### config.mk
export PLATFORM = sky130hd
export DESIGN_NAME = dwrr_queue_bank
export DESIGN_NICKNAME = d
export VERILOG_FILES = /design/src/rtl/dwrr_pkg.sv /design/src/rtl/sync_fifo.sv /design/src/rtl/dwrr_queue_bank.sv
export SDC_FILE = /design/constraint.sdc
export NUM_CORES = 1
export LEC_CHECK = 0
export BUFFER_PORTS_ARGS = -buffer_cell sky130_fd_sc_hd__buf_4
export CORE_ASPECT_RATIO = 1.1
export CORE_UTILIZATION = 35
export DETAILED_ROUTE_END_ITERATION = 8
export SYNTH_ARGS = -nofsm -noshare
export SYNTH_HDL_FRONTEND = slang
export SYNTH_SLANG_ARGS = --single-unit
### constraint.sdc
create_clock -name clk -period 2.57 [get_ports clk]
set_clock_uncertainty 0.15 [all_clocks]
set_input_delay 0.3855 -clock clk [delete_from_list [all_inputs] [get_ports clk]]
set_output_delay 0.3855 -clock clk [all_outputs]
set_load 0.01 [all_outputs]
### src/rtl/dwrr_pkg.sv
// Defaults shared by the DWRR arbiter and its requestor-side queue bank.
package dwrr_pkg;
    localparam int NUM_REQS = 4;
    localparam int QWID     = 8;
    localparam int PSIZE    = 4;
    localparam int DWID     = 8;
    localparam int DEPTH    = 4;
endpackage

### src/rtl/sync_fifo.sv
// Single-clock FIFO with occupancy count; caller guarantees no push when full, no pop when empty.
module sync_fifo #(
    parameter  int DWID   = 8,
    parameter  int DEPTH  = 4,
    localparam int PTRWID = $clog2(DEPTH)
) (
    input  logic              clk,
    input  logic              rst,
    input  logic              push,
    input  logic [DWID-1:0]   push_data,
    input  logic              pop,
    output logic [DWID-1:0]   pop_data,
    output logic              full,
    output logic              empty,
    output logic [PTRWID:0]   count
);
    logic [DWID-1:0]   mem_q [DEPTH];
    logic [PTRWID-1:0] wr_ptr_q, wr_ptr_d;
    logic [PTRWID-1:0] rd_ptr_q, rd_ptr_d;
    logic [PTRWID:0]   count_q, count_d;

    always_comb begin
        wr_ptr_d = wr_ptr_q;
        rd_ptr_d = rd_ptr_q;
        count_d  = count_q;
        if (push) wr_ptr_d = wr_ptr_q + PTRWID'(1);
        if (pop)  rd_ptr_d = rd_ptr_q + PTRWID'(1);
        case ({push, pop})
            2'b10:   count_d = count_q + (PTRWID+1)'(1);
            2'b01:   count_d = count_q - (PTRWID+1)'(1);
            default: count_d = count_q;
        endcase
    end

    always_ff @(posedge clk or posedge rst) begin
        if (rst) begin
            wr_ptr_q <= '0;
            rd_ptr_q <= '0;
            count_q  <= '0;
        end else begin
            wr_ptr_q <= wr_ptr_d;
            rd_ptr_q <= rd_ptr_d;
            count_q  <= count_d;
        end
    end

    // Storage needs no reset: it is only read behind a non-zero count.
    always_ff @(posedge clk) begin
        if (push) mem_q[wr_ptr_q] <= push_data;
    end

    assign pop_data = mem_q[rd_ptr_q];
    assign full     = (count_q == (PTRWID+1)'(DEPTH));
    assign empty    = (count_q == '0);
    assign count    = count_q;
endmodule

### src/rtl/dwrr_queue_bank.sv
// Per-requestor packet FIFOs feeding the DWRR arbiter; granted heads move into a registered output stage.
module dwrr_queue_bank #(
    parameter  int NUM_REQS = dwrr_pkg::NUM_REQS,
    parameter  int DWID     = dwrr_pkg::DWID,
    parameter  int DEPTH    = dwrr_pkg::DEPTH,
    localparam int CNTWID   = $clog2(NUM_REQS),
    localparam int PTRWID   = $clog2(DEPTH)
) (
    input  logic                           clk,
    input  logic                           rst,
    input  logic [NUM_REQS-1:0]            push_valid,
    input  logic [NUM_REQS*DWID-1:0]       push_data,
    output logic [NUM_REQS-1:0]            push_ready,
    output logic [NUM_REQS-1:0]            reqs,
    input  logic [NUM_REQS-1:0]            gnt,
    output logic                           blk,
    output logic                           out_valid,
    output logic [DWID-1:0]                out_data,
    output logic [CNTWID-1:0]              out_id,
    input  logic                           out_ready,
    output logic [NUM_REQS*(PTRWID+1)-1:0] occupancy,
    output logic                           err
);
    logic [NUM_REQS-1:0] full, empty, pop;
    logic [DWID-1:0]     head [NUM_REQS];
    logic [PTRWID:0]     cnt  [NUM_REQS];

    logic              out_valid_q, out_valid_d;
    logic [DWID-1:0]   out_data_q, out_data_d;
    logic [CNTWID-1:0] out_id_q, out_id_d;
    logic              err_q, err_d;

    logic              gnt_any, gnt_multi, gnt_bad, pop_ok;
    logic [DWID-1:0]   head_sel;
    logic [CNTWID-1:0] gnt_idx;

    for (genvar i = 0; i < NUM_REQS; i++) begin : g_q
        sync_fifo #(.DWID(DWID), .DEPTH(DEPTH)) u_fifo (
            .clk       (clk),
            .rst       (rst),
            .push      (push_valid[i] & ~full[i]),
            .push_data (push_data[i*DWID +: DWID]),
            .pop       (pop[i]),
            .pop_data  (head[i]),
            .full      (full[i]),
            .empty     (empty[i]),
            .count     (cnt[i])
        );
        assign occupancy[i*(PTRWID+1) +: (PTRWID+1)] = cnt[i];
    end

    assign push_ready = ~full;
    assign blk        = out_valid_q & ~out_ready;
    assign reqs       = ~empty & {NUM_REQS{~blk}};

    // A bad grant is dropped whole: no pop on any queue, only the error flag moves.
    assign gnt_any   = |gnt;
    assign gnt_multi = |(gnt & (gnt - NUM_REQS'(1)));
    assign gnt_bad   = |(gnt & ~reqs);
    assign pop_ok    = gnt_any & ~gnt_multi & ~gnt_bad;
    assign pop       = pop_ok ? gnt : '0;

    always_comb begin
        head_sel = '0;
        gnt_idx  = '0;
        for (int i = 0; i < NUM_REQS; i++) begin
            if (gnt[i]) begin
                head_sel = head[i];
                gnt_idx  = CNTWID'(i);
            end
        end
    end

    always_comb begin
        out_valid_d = out_valid_q;
        out_data_d  = out_data_q;
        out_id_d    = out_id_q;
        err_d       = err_q | (gnt_any & (gnt_multi | gnt_bad));
        if (pop_ok) begin
            out_valid_d = 1'b1;
            out_data_d  = head_sel;
            out_id_d    = gnt_idx;
        end else if (out_ready) begin
            out_valid_d = 1'b0;
        end
    end

    always_ff @(posedge clk or posedge rst) begin
        if (rst) begin
            out_valid_q <= 1'b0;
            out_data_q  <= '0;
            out_id_q    <= '0;
            err_q       <= 1'b0;
        end else begin
            out_valid_q <= out_valid_d;
            out_data_q  <= out_data_d;
            out_id_q    <= out_id_d;
            err_q       <= err_d;
        end
    end

    assign out_valid = out_valid_q;
    assign out_data  = out_data_q;
    assign out_id    = out_id_q;
    assign err       = err_q;
endmodule

* Word level (Yosys, flattened, before mapping)
Memory sizes are Yosys's and may differ from the RTL's.
Index checks and enable logic that the tools add are counted.
** Storage, ports and cells
- Register bits after elaboration :: 40
- Bits in writable memories :: 128
- Input port bits :: 43
- Output and inout port bits :: 33
- Memories :: 4
** Operators by class
- $add $sub $neg :: 17
- Eq/ne operators :: 12
- Multiplexer cells :: 22
- Bitwise operators :: 24
- Reduce and logical (&&, ||, !) cells :: 12
** Memory list
- g_q[0].u_fifo.mem_q :: depth 4, width 8, read ports 1, clocked after Yosys merged registers in 0, write ports 1, RTL line sync_fifo.sv:17 : logic [DWID-1:0] mem_q [DEPTH];
- g_q[1].u_fifo.mem_q :: depth 4, width 8, read ports 1, clocked after Yosys merged registers in 0, write ports 1, RTL line sync_fifo.sv:17
- g_q[2].u_fifo.mem_q :: depth 4, width 8, read ports 1, clocked after Yosys merged registers in 0, write ports 1, RTL line sync_fifo.sv:17
- g_q[3].u_fifo.mem_q :: depth 4, width 8, read ports 1, clocked after Yosys merged registers in 0, write ports 1, RTL line sync_fifo.sv:17
** Operators by type and width (number)
- 2-to-1 mux 8 bit :: 4
- one-hot mux 3 bit (2 select lines) :: 4
- adder 2 x 1 -> 2 bit, second input constant :: 8
- adder 3 x 1 -> 3 bit, second input constant :: 4
- AND 4 bit :: 3
- == test 3 bit, second input constant :: 4
- zero test 3 bit :: 4
- inverter 4 bit :: 3
- OR reduction 4 bit :: 3
- subtractor 3 x 1 -> 3 bit, second input constant :: 4
- 2-to-1 mux 1 bit :: 11
- nonzero test 2 bit :: 5
- AND 1 bit :: 8
- == test 2 x 1 -> 1 bit, second input constant :: 4
- == test 2 bit, second input constant :: 4
- inverter 1 bit :: 8
- 2-to-1 mux 2 bit :: 2
- 2-to-1 mux 4 bit :: 1
- subtractor 4 x 1 -> 4 bit, second input constant :: 1
- OR 1 bit :: 2

* Depth between registers and ports, before layout
Gate-level depths: netlist (run 1).
- Depth in word-level cells :: 12
- Depth in mapped cells :: 11
- Depth with buffers taken out :: 11

* By module
From an unflattened synthesis (run 1), not the netlist that was laid out.
** Second synthesis, totals
- Cell total of the unflattened synthesis :: 416
- Area, all modules :: 7149.4 µm²
** Modules (own cells, without submodules)
- sync_fifo :: instances 4, cells each 79, area an instance 1556.5 µm², sequential area each 1136.1 µm²
- dwrr_queue_bank :: instances 1, cells each 100, area an instance 923.4 µm², sequential area each 300.3 µm²

* Worst setup path before layout (run 1)
Ideal clock, no wire load.
- Kind :: input to register
- Start :: input gnt[2]
- End :: register g_q[2].u_fifo.count_q[2]
- Library setup time :: 0.079 ns
- Arrival :: 2.396 ns
- Path slack :: -0.055 ns
- Stages on the path :: 11
- Path through :: buf_6 -> or3_1 -> nor3_2 -> o311ai_4 -> nor2_1 -> ha_1 -> inv_1 -> fa_1 -> xor2_1 -> nor2_1 -> xor2_1
** On the way
- Word-level cells in the longest chain between the ends :: 9
- Elaborated cells between the ends (all ways) :: 15
** Ends and longest elaborated chain
- from (decl) :: RTL line dwrr_queue_bank.sv:15 : input logic [NUM_REQS-1:0] gnt,
- subtractor 4 x 1 -> 4 bit :: RTL line dwrr_queue_bank.sv:58 : assign gnt_multi = |(gnt & (gnt - NUM_REQS'(1)));
- AND 4 bit :: RTL line dwrr_queue_bank.sv:58
- OR reduction 4 bit :: RTL line dwrr_queue_bank.sv:58
- inverter 1 bit :: RTL line dwrr_queue_bank.sv:60 : assign pop_ok = gnt_any & ~gnt_multi & ~gnt_bad;
- AND 1 bit (2 in a row) :: RTL line dwrr_queue_bank.sv:60
- 2-to-1 mux 4 bit (*) :: RTL line dwrr_queue_bank.sv:61 : assign pop = pop_ok ? gnt : '0;
- named net g_q[2].u_fifo.pop :: RTL line sync_fifo.sv:11 : input logic pop,
- == test 2 x 1 -> 1 bit / == test 2 bit (equally long branches) :: RTL line sync_fifo.sv:28 : case ({push, pop})
- one-hot mux 3 bit (2 select lines) / nonzero test 2 bit (equally long branches)
- to (signal assigned) :: RTL line sync_fifo.sv:43 : count_q <= count_d;
- to (decl) :: RTL line sync_fifo.sv:20 : logic [PTRWID:0] count_q, count_d;
The timed path passes the listed nets; every way through them passes the cells marked *.
A chain may end at the register's enable or synchronous reset.

* Final worst setup path (run 1)
- Start :: register out_valid_q, in the netlist out_valid
- End :: register g_q[2].u_fifo.count_q[2]
** On the way
- Word-level cells in the longest chain between the ends :: 11
- Elaborated cells between the ends (all ways) :: 13
** Ends and longest elaborated chain
- from (decl) :: RTL line dwrr_queue_bank.sv:28 : logic out_valid_q, out_valid_d;
- from (signal assigned) :: RTL line dwrr_queue_bank.sv:95 : out_valid_q <= out_valid_d;
- AND 1 bit (*) :: RTL line dwrr_queue_bank.sv:53 : assign blk = out_valid_q & ~out_ready;
- inverter 1 bit (*) :: RTL line dwrr_queue_bank.sv:54 : assign reqs = ~empty & {NUM_REQS{~blk}};
- AND 4 bit (*) :: RTL line dwrr_queue_bank.sv:54
- inverter 4 bit (*) :: RTL line dwrr_queue_bank.sv:59 : assign gnt_bad = |(gnt & ~reqs);
- AND 4 bit (*) :: RTL line dwrr_queue_bank.sv:59
- OR reduction 4 bit (*) :: RTL line dwrr_queue_bank.sv:59
- inverter 1 bit (*) :: RTL line dwrr_queue_bank.sv:60
- AND 1 bit (*) :: RTL line dwrr_queue_bank.sv:60
- 2-to-1 mux 4 bit (*) :: RTL line dwrr_queue_bank.sv:61
- named net g_q[2].u_fifo.pop :: RTL line sync_fifo.sv:11
- == test 2 x 1 -> 1 bit / == test 2 bit (equally long branches) :: RTL line sync_fifo.sv:28
- one-hot mux 3 bit (2 select lines) / nonzero test 2 bit (equally long branches)
Marked as above.

==> impl_metrics.yaml, run 1 <==
run_status:
  run_status: "finished, violations left"
  failed_checks: "DRC"
global_routing:
  grt_pass1_wl_mm: 24.2
  antenna_found_initial: 0
  grt_remaining_overflow: 0
  grt_max_degree: 21
  grt_pass1_vias: 4404
  grt.total_usage: 0.154
pwr:
  vdd_drop_max_v: 0.000468
  combPwrFrac: 0.314
  p_seq_frac: 0.429
  power_leakage_nw: 3.66
  switching_share: 0.328
  cellPowerDensity_mw_per_mm2: 1050
  p_switching_mw: 3.15
  fin_total_pwr_mw: 9.59
  clkPwrFrac: 0.256
  p_int_mw: 6.44
finish:
  drive_above_1_share: 0.298
  diodes: 0
  syn_to_final_growth_pct: 27.1
  multi_input_area_mm2: 0.00213
  fill_cells: 1755
  fin_cells: 867
  regArea_mm2: 0.00484
  final_nets: 669
timing:
  grt_setup_unrepaired: "yes"
  whs_ps: 19.2
  slew_headroom: 0.506
  fmax_ghz: 0.396
  hold_violations: 0
  tightest_slew_ps: 741
  fin_tns_setup_ps: 0
  setup_viol: 0
  fin_crit_sh: 0.982
  maxSlewViolCount: 0
  period_needed_ps: 2520
floorplan:
  io_pins: 76
  fp.dieW_um: 138
  die_h_um: 152
  initial_utilization: 0.359
  core-area_mm2: 0.0199
  rows: 54
  dieArea_mm2: 0.0210
setup_path:
  crit_fanout: 5
  cp.arrival_ps: 2730
  slowest_stage: "dfrtp_1"
  crit_type: "flip-flop to flip-flop"
  cp_cell_sequence: "nand2b_1 > inv_2 > o31ai_1 > buf_4 > o311ai_4 > nor2_2 > ha_2 > inv_1 > fa_2 > xor2_1 > nor2_1 > xor2_1"
  cp-start-kind: "flip-flop"
  crit_top_cell: "xor2_1"
  slowest_delay_ps: 390
  required_ps: 2770
  critPathCaptureType: "flip-flop"
yosys:
  ys_ff_latch: 168
  synth_area_mm2: 0.00716
  syn_inst: 458
  synth_warnings: 0
  synth_common_cells: "edfxtp_1 (128), mux2i_1 (50), dfrtp_1 (40)"
  synth_top_area_share: 0.537
  synth_top_cell_by_area: "edfxtp_1"
  yosysMostFrequentCell: "edfxtp_1"
  async_flop_share: 0.238
  synth_edf_count: 128
  avgSynthCellArea_um2: 15.6
  ys.flop_type: "edfxtp_1"
  ys_top_cells_by_area: "edfxtp_1 (54%), dfrtp_1 (14%), mux2i_1 (7.0%)"
  seq_area_frac_synth: 0.677
  synth_nets: 525
  ys_types: 43
cts:
  h-tree-depth: 4
  cts-root-buf: "clkbuf_16"
  path_clk_slew_ps: 70
  clk_latency_ps: 430
  cts_tree: "built"
  numCtsBuffers: 17
  cts_max_path_buffers: 2
  clock-sinks: 168
route:
  dr.pass1.iters: 7
  drt_iter0_drc: 169
  vias: 4177
  wl_per_cell_um: 17.7
  ant_nets: 0
  viasPerCell: 4.82
  routed_wl_mm: 15.4
  drc: 8
placement:
  placed_cells: 804
  dp_hpwl_mm: 11.2
  portBuffers: 75
  gp_congestion: 0.772
worst_hold_path:
  hold_path.class: "primary input to flip-flop"
run:
  max_cap_viol_count: 0
## path summary, 6_finish.rpt
path	start	slack, ps	depth (start not counted)	to
setup / recovery	out_valid	50	12	g_q[2].u_fifo.count[2]
hold / removal	push_data[24]	20	1	g_q[3].u_fifo.mem_q[3][0]
setup reg to reg	out_valid	50	12	g_q[2].u_fifo.count[2]
hold reg to reg	g_q[2].u_fifo.rd_ptr_q[1]	320	1	g_q[2].u_fifo.rd_ptr_q[1]
max in group asynchronous	rst	1440	4	out_data[1]
min in group asynchronous	rst	280	3	g_q[0].u_fifo.count[2]
## worst max-delay path, delay by kind of cell (launching register included)
kind | cells | cell delay, ps
buffers and inverters | 3 | 290
and+or+nand+nor | 3 | 440
adders and majority gates | 2 | 530
xor gates and xnor gates | 2 | 280
DFF | 1 | 390
AOI/OAI and AO/OA | 2 | 370
## area by class of cell
type                    instances  area share
multi-input cells             243       0.234
repair buffers                141       0.124
clock inverters                15      0.0157
inverters                      31      0.0128
flip-flops and latches        168       0.532
well taps                     252      0.0347
clock buffers                  17      0.0468
## power groups by stage
stage	Clock (mW)	Combinational [mW]	Sequential [mW]
finish	2.46	3.02	4.12
floorplan	0	1.88	4.06
global route	2.61	3.33	4.20
global placement	0	2.90	4.15
detailed placement	0	2.99	4.19
CTS	2.49	3.03	4.13
## kinds of logic after synthesis
logic type / share of synthesized area
and+or+nand+nor: 0.0662
adders and majority gates: 0.0461
DFF: 0.677
buffers and inverters: 0.0309
AOI/OAI and AO/OA: 0.0524
muxes: 0.0982
xor gates and xnor gates: 0.0294
## per-layer routing
metal,part of all wire,global-route usage
met5,0,0
met4,0.020,0.0524
met3,0.039,0.0400
met2,0.49,0.256
met1,0.45,0.194
## through the flow
stage                     cell area (µm²)  setup WS, ps  utilization
after floorplan                      7170         -22.5            -
after global placement               8210         -91.3        0.412
after detailed placement             8210          -130        0.412
after CTS                            8990          18.5        0.451
after global routing                 9100          -109        0.456
final                                9100          45.3        0.456
## what timing repair did
item	4_1_cts	5_1_grt
endpoints found under the setup margin	0	6
hold endpoints to repair	92	14
setup buffers	0	4
gates resized for setup	0	7
hold buffers	22	5
## layout by cell type (no fill, tap or decap), types with 4 or more instances in the layout
cell type | Yosys | layout
mux2i_1 | 50 | 50
inv_6 | 0 | 4
clkbuf_16 | 0 | 17
o32ai_1 | 4 | 4
edfxtp_1 | 128 | 128
dfrtp_1 | 40 | 40
and2_1 | 5 | 5
nand3_1 | 5 | 4
ha_1 | 20 | 18
dlygate4sd3_1 | 0 | 27
mux4_2 | 9 | 9
o22ai_1 | 20 | 20
inv_1 | 30 | 28
nor3_1 | 6 | 4
xnor2_1 | 11 | 11
nand2_1 | 18 | 18
o31ai_2 | 7 | 7
nor3_2 | 2 | 4
buf_4 | 0 | 114
o21ai_0 | 6 | 6
and3_1 | 17 | 17
nor4_1 | 7 | 7
nor2_1 | 17 | 15
xor2_1 | 13 | 13
## registers in the layout, indices dropped and copies added (netlist names)
signal / count
err: 1
g_q.u_fifo.count: 12
g_q.u_fifo.mem_q: 128
g_q.u_fifo.rd_ptr_q: 8
g_q.u_fifo.wr_ptr_q: 8
out_data: 8
out_id: 2
out_valid: 1
Power figures use the tool's default switching activity.
==> inputs of run 2 (changes only) <==
- PLACE_DENSITY: not set -> 0.57
==> run 2 against run 1 <==
Effect of this change:
- the flow still finishes with violations (DRC)
- combinational power rose by 2%
- total power grew 3.7%
- worst setup slack improved by 120 ps
- utilization decreased by 0.16 points
- clock power grew 12%
- register-to-register slack improved by 120 ps
- flip-flop and latch count is the same
==> impl_metrics.yaml, run 2 (synthesis gave the netlist of run 1 again) <==
setup_path:
  required_ps: 2760
  cp.arrival_ps: 2600
  cp-start-kind: "flip-flop"
  crit_fanout: 6
  crit_type: "flip-flop to flip-flop"
  critPathCaptureType: "flip-flop"
cts:
  h-tree-depth: 4
  clock-sinks: 168
  cts_tree: "built"
  clk_latency_ps: 420
  numCtsBuffers: 17
  cts-root-buf: "clkbuf_16"
  cts_max_path_buffers: 2
  path_clk_slew_ps: 70
  cts_setup_buffers: 0
route:
  routed_wl_mm: 15.7
  ant_nets: 0
  dr.pass1.iters: 6
  viasPerCell: 4.84
  vias: 4133
  wl_per_cell_um: 18.4
  drc: 6
  drt_iter0_drc: 308
floorplan:
  die_h_um: 152
  initial_utilization: 0.359
  dieArea_mm2: 0.0210
  fp.dieW_um: 138
  io_pins: 76
  rows: 54
  core-area_mm2: 0.0199
run_status:
  run_status: "finished, violations left"
  failed_checks: "DRC"
finish:
  final_nets: 656
  largest_register: "g_q.u_fifo.mem_q"
  diodes: 0
  syn_to_final_growth_pct: 26.7
  layout_commonest_cell: "edfxtp_1"
  drive_above_1_share: 0.289
  largest_reg_flops: 128
  mostFrequentLayoutCells: "edfxtp_1 (128), buf_4 (109), mux2i_1 (50)"
timing:
  maxSlewViolCount: 0
  tightest_slew_ps: 722
  slew_headroom: 0.514
  period_needed_ps: 2410
  fin_tns_setup_ps: 0
  fmax_ghz: 0.415
  fin_crit_sh: 0.937
  hold_violations: 0
  grt_setup_unrepaired: "yes"
  setup_viol: 0
placement:
  dp_hpwl_mm: 11.7
  gp_congestion: 0.799
  portBuffers: 75
pwr:
  p_int_mw: 6.74
  switching_share: 0.323
  clkPwrFrac: 0.277
  power_leakage_nw: 3.63
  fin_total_pwr_mw: 9.94
  p_switching_mw: 3.21
  vdd_drop_max_v: 0.000496
  p_seq_frac: 0.415
  combPwrFrac: 0.308
  cellPowerDensity_mw_per_mm2: 1100
global_routing:
  grt_pass1_vias: 4226
  grt_util_met2: 0.248
  grt_max_degree: 20
  antenna_found_initial: 0
  grt.total_usage: 0.155
  top_usage_layer: "met2"
  met1_usage: 0.202
  grt_remaining_overflow: 0
  met3_usage: 0.0334
  grt_pass1_wl_mm: 24.0
run:
  max_cap_viol_count: 0
worst_hold_path:
  hold_path.class: "primary input to flip-flop"
## run 2: cell count changes in the layout (fill, tap and decap cells not counted), sizes merged
cell / before / now
clkinv: 5 / 2
clkbuf: 17 / 18
buf: 114 / 109
dlygate4sd3: 27 / 19
bufinv: 1 / 4
clkinvlp: 3 / 1
inv: 37 / 38
## run 2: power groups by stage
stage               Clock (mW)  Sequential [mW]  Combinational [mW]
floorplan                    0             4.06                1.88
global placement             0             4.14                2.97
detailed placement           0             4.17                3.04
CTS                       2.80             4.12                3.08
global route              2.90             4.20                3.35
finish                    2.75             4.12                3.07
## run 2: worst max-delay path: stages, from the launching register on
cell and delay, ps:
dfrtp_1 380, nand2b_1 110, inv_2 110, o31ai_4 260, o311ai_4 170, nor2_2 130
ha_1 170, inv_1 50, fa_1 370, xor2_1 150, nor2_1 110, xor2_1 170
## run 2: final cells by class
class | count | area (µm²)
fillers | 1721 | 10900
flip-flops and latches | 168 | 4840
multi-input cells | 243 | 2150
repair buffers | 128 | 1010
clock buffers | 18 | 429
well taps | 252 | 315
clock inverters | 14 | 208
inverters | 31 | 116
## run 2: worst paths after layout
kind                            slack, ps  cells after the start                   endpoint                       from
worst min register to register        340                      1  g_q[2].u_fifo.rd_ptr_q[1]  g_q[2].u_fifo.rd_ptr_q[1]
max in group asynchronous            1470                      4  g_q[1].u_fifo.wr_ptr_q[1]                        rst
worst max register to register        160                     11     g_q[2].u_fifo.count[2]                  out_valid
min in group asynchronous             270                      3                out_data[3]                        rst
worst max-delay path                  160                     11     g_q[2].u_fifo.count[2]                  out_valid
worst min-delay path                   20                      1  g_q[1].u_fifo.mem_q[0][2]              push_data[10]
## run 2: metrics by stage
| stage | cells | util | hold slack, ps | area [µm²] | setup slack (ps) |
|---|---|---|---|---|---|
| 3_5_place_dp | 803 | 0.411 | 159 | 8200 | -122 |
| 2_1_floorplan | 458 | - | 334 | 7170 | -22.5 |
| 6_report | 854 | 0.455 | 19.6 | 9070 | 162 |
| 4_1_cts | 853 | 0.452 | 0.237 | 9010 | 3.28 |
| 3_3_place_gp | 803 | 0.411 | 153 | 8200 | -50.1 |
| 5_1_grt | 854 | 0.455 | 7.63 | 9070 | -9.47 |
## run 2: repair_timing
action	CTS	global route
hold buffers	18	1
hold endpoints to repair	67	1
endpoints found under the setup margin	0	2
gates resized for setup	0	8
## run 2: layer usage
metal  wire length (µm)  up-vias
met2               7670       78
li1                   -     1975
met4                414        0
met5                  0        -
met3                460       19
met1               7150     2061
==> inputs of run 3 (changes only) <==
- CTS_BUF_LIST: not set -> sky130_fd_sc_hd__clkbuf_8
==> run 3 against run 2 <==
Effect of this change:
- the flow still finishes with violations (DRC)
- non-clock buffer count grew 15
- via count grew 2.4%
- worst setup slack lost 55 ps
- fmax shrank 2.2%
- critical endpoint is now g_q[3].u_fifo.count[2]
==> impl_metrics.yaml, run 3 (synthesis gave the netlist of run 1 again) <==
floorplan:
  rows: 54
  fp.dieW_um: 138
  core-area_mm2: 0.0199
  io_pins: 76
  die_h_um: 152
  initial_utilization: 0.359
  dieArea_mm2: 0.0210
placement:
  portBuffers: 75
  dp_hpwl_mm: 11.7
  gp_congestion: 0.799
  postPlaceCellArea_mm2: 0.00820
  placed_cells: 803
global_routing:
  grt.total_usage: 0.156
  antenna_found_initial: 0
  grt_pass1_vias: 4291
  met1_usage: 0.201
  grt_util_met2: 0.252
  grt_max_degree: 20
  grt_remaining_overflow: 0
  met3_usage: 0.0331
  top_usage_layer: "met2"
  grt_pass1_wl_mm: 24.1
finish:
  utilization: 0.453
  final_nets: 671
  fill_cells: 1742
  syn_to_final_growth_pct: 26.1
  fin_cells: 869
  largest_reg_flops: 128
  multi_input_area_mm2: 0.00215
  diodes: 0
  largest_register: "g_q.u_fifo.mem_q"
  mostFrequentLayoutCells: "edfxtp_1 (128), buf_4 (110), mux2i_1 (50)"
  regArea_mm2: 0.00484
  drive_above_1_share: 0.287
  postLayoutCellArea_mm2: 0.00903
  layout_commonest_cell: "edfxtp_1"
route:
  viasPerCell: 4.87
  vias: 4233
  ant_nets: 0
  drt_iter0_drc: 264
  dr.pass1.iters: 6
  drc: 6
  routed_wl_mm: 15.8
  wl_per_cell_um: 18.2
setup_path:
  crit_fanout: 3
  crit_family: "simple AND/OR/NAND/NOR gates"
  cp-start-kind: "flip-flop"
  critPathBufInv: 1
  required_ps: 2760
  slowest_delay_ps: 420
  crit_type: "flip-flop to flip-flop"
  crit_top_cell: "xor2_1"
  cp_cell_sequence: "or3_4 > a311o_1 > o311ai_4 > nor2_2 > ha_2 > inv_1 > fa_2 > xor2_1 > nor2_1 > xor2_1"
  slowest_stage: "or3_4"
  critPathCaptureType: "flip-flop"
  cp.arrival_ps: 2650
run:
  max_cap_viol_count: 0
cts:
  numCtsBuffers: 17
  h-tree-depth: 4
  clk_latency_ps: 450
  clock-sinks: 168
  path_clk_slew_ps: 90
  cts_max_path_buffers: 2
  cts_tree: "built"
  cts-root-buf: "clkbuf_8"
timing:
  tightest_slew_ps: 731
  fin_tns_setup_ps: 0
  fmax_ghz: 0.406
  grt_setup_unrepaired: "yes"
  setup_viol: 0
  fin_crit_sh: 0.958
  period_needed_ps: 2460
  hold_violations: 0
  maxSlewViolCount: 0
  slew_headroom: 0.508
worst_hold_path:
  hold_path.class: "primary input to flip-flop"
pwr:
  fin_total_pwr_mw: 9.30
  cellPowerDensity_mw_per_mm2: 1030
  power_leakage_nw: 3.61
  vdd_drop_max_v: 0.000400
run_status:
  failed_checks: "DRC"
  run_status: "finished, violations left"
==> run 3: power breakdown <==
group / switching (mW) / total [mW] / internal, mW
clock: 1.01 / 2.10 / 1.09
combinational: 1.67 / 3.09 / 1.41
sequential: 0.441 / 4.12 / 3.68
==> run 3: area by class of cell <==
type,count,area share
timing repair buffer,143,0.128
sequential,168,0.537
multi-input combinational,243,0.238
clock buffer,17,0.0259
inverter,31,0.0132
tap,252,0.0349
clock inverter,15,0.0234
==> run 3: worst min-delay path, delay by kind of cell <==
family                 cells  cell delay [ps]
AND/OR/NAND/NOR            1              190
buffers and inverters      1              100
XOR/XNOR                   1               80
==> run 3: through the flow <==
| step | hold WS (ps) | setup WS (ps) |
|---|---|---|
| 2_1_floorplan | 334 | -22.5 |
| 3_3_place_gp | 153 | -50.1 |
| 3_5_place_dp | 159 | -122 |
| 4_1_cts | 164 | 43.5 |
| 5_1_grt | 185 | -3.63 |
| 6_report | 197 | 108 |
==> run 3: final timing paths <==
check                                          startpoint                         to  slack [ps]  depth (start not counted)
worst max-delay path               g_q[0].u_fifo.count[0]     g_q[3].u_fifo.count[2]         110                         10
worst min-delay path                        push_valid[1]  g_q[1].u_fifo.wr_ptr_q[0]         200                          3
worst max register to register     g_q[0].u_fifo.count[0]     g_q[3].u_fifo.count[2]         110                         10
worst min register to register  g_q[2].u_fifo.rd_ptr_q[1]  g_q[2].u_fifo.rd_ptr_q[1]         340                          1
max in group asynchronous                             rst  g_q[1].u_fifo.wr_ptr_q[1]        1500                          4
min in group asynchronous                             rst                out_data[3]         240                          3
==> run 3: timing repair <==
| item | 4_1_cts | 5_1_grt |
|---|---|---|
| endpoints found under the hold margin | 168 | 0 |
| hold buffers | 33 | 0 |
| setup buffers | 0 | 1 |
| gates resized for setup | 1 | 10 |
| endpoints found under the setup margin | 1 | 4 |
| pin swaps | 0 | 2 |
==> run 3: per-layer routing <==
metal  up-vias  part of all wire
li1       2004                 -
met1      2107              0.44
met2        96              0.49
met3        26             0.037
met4         0             0.033
met5         -                 0
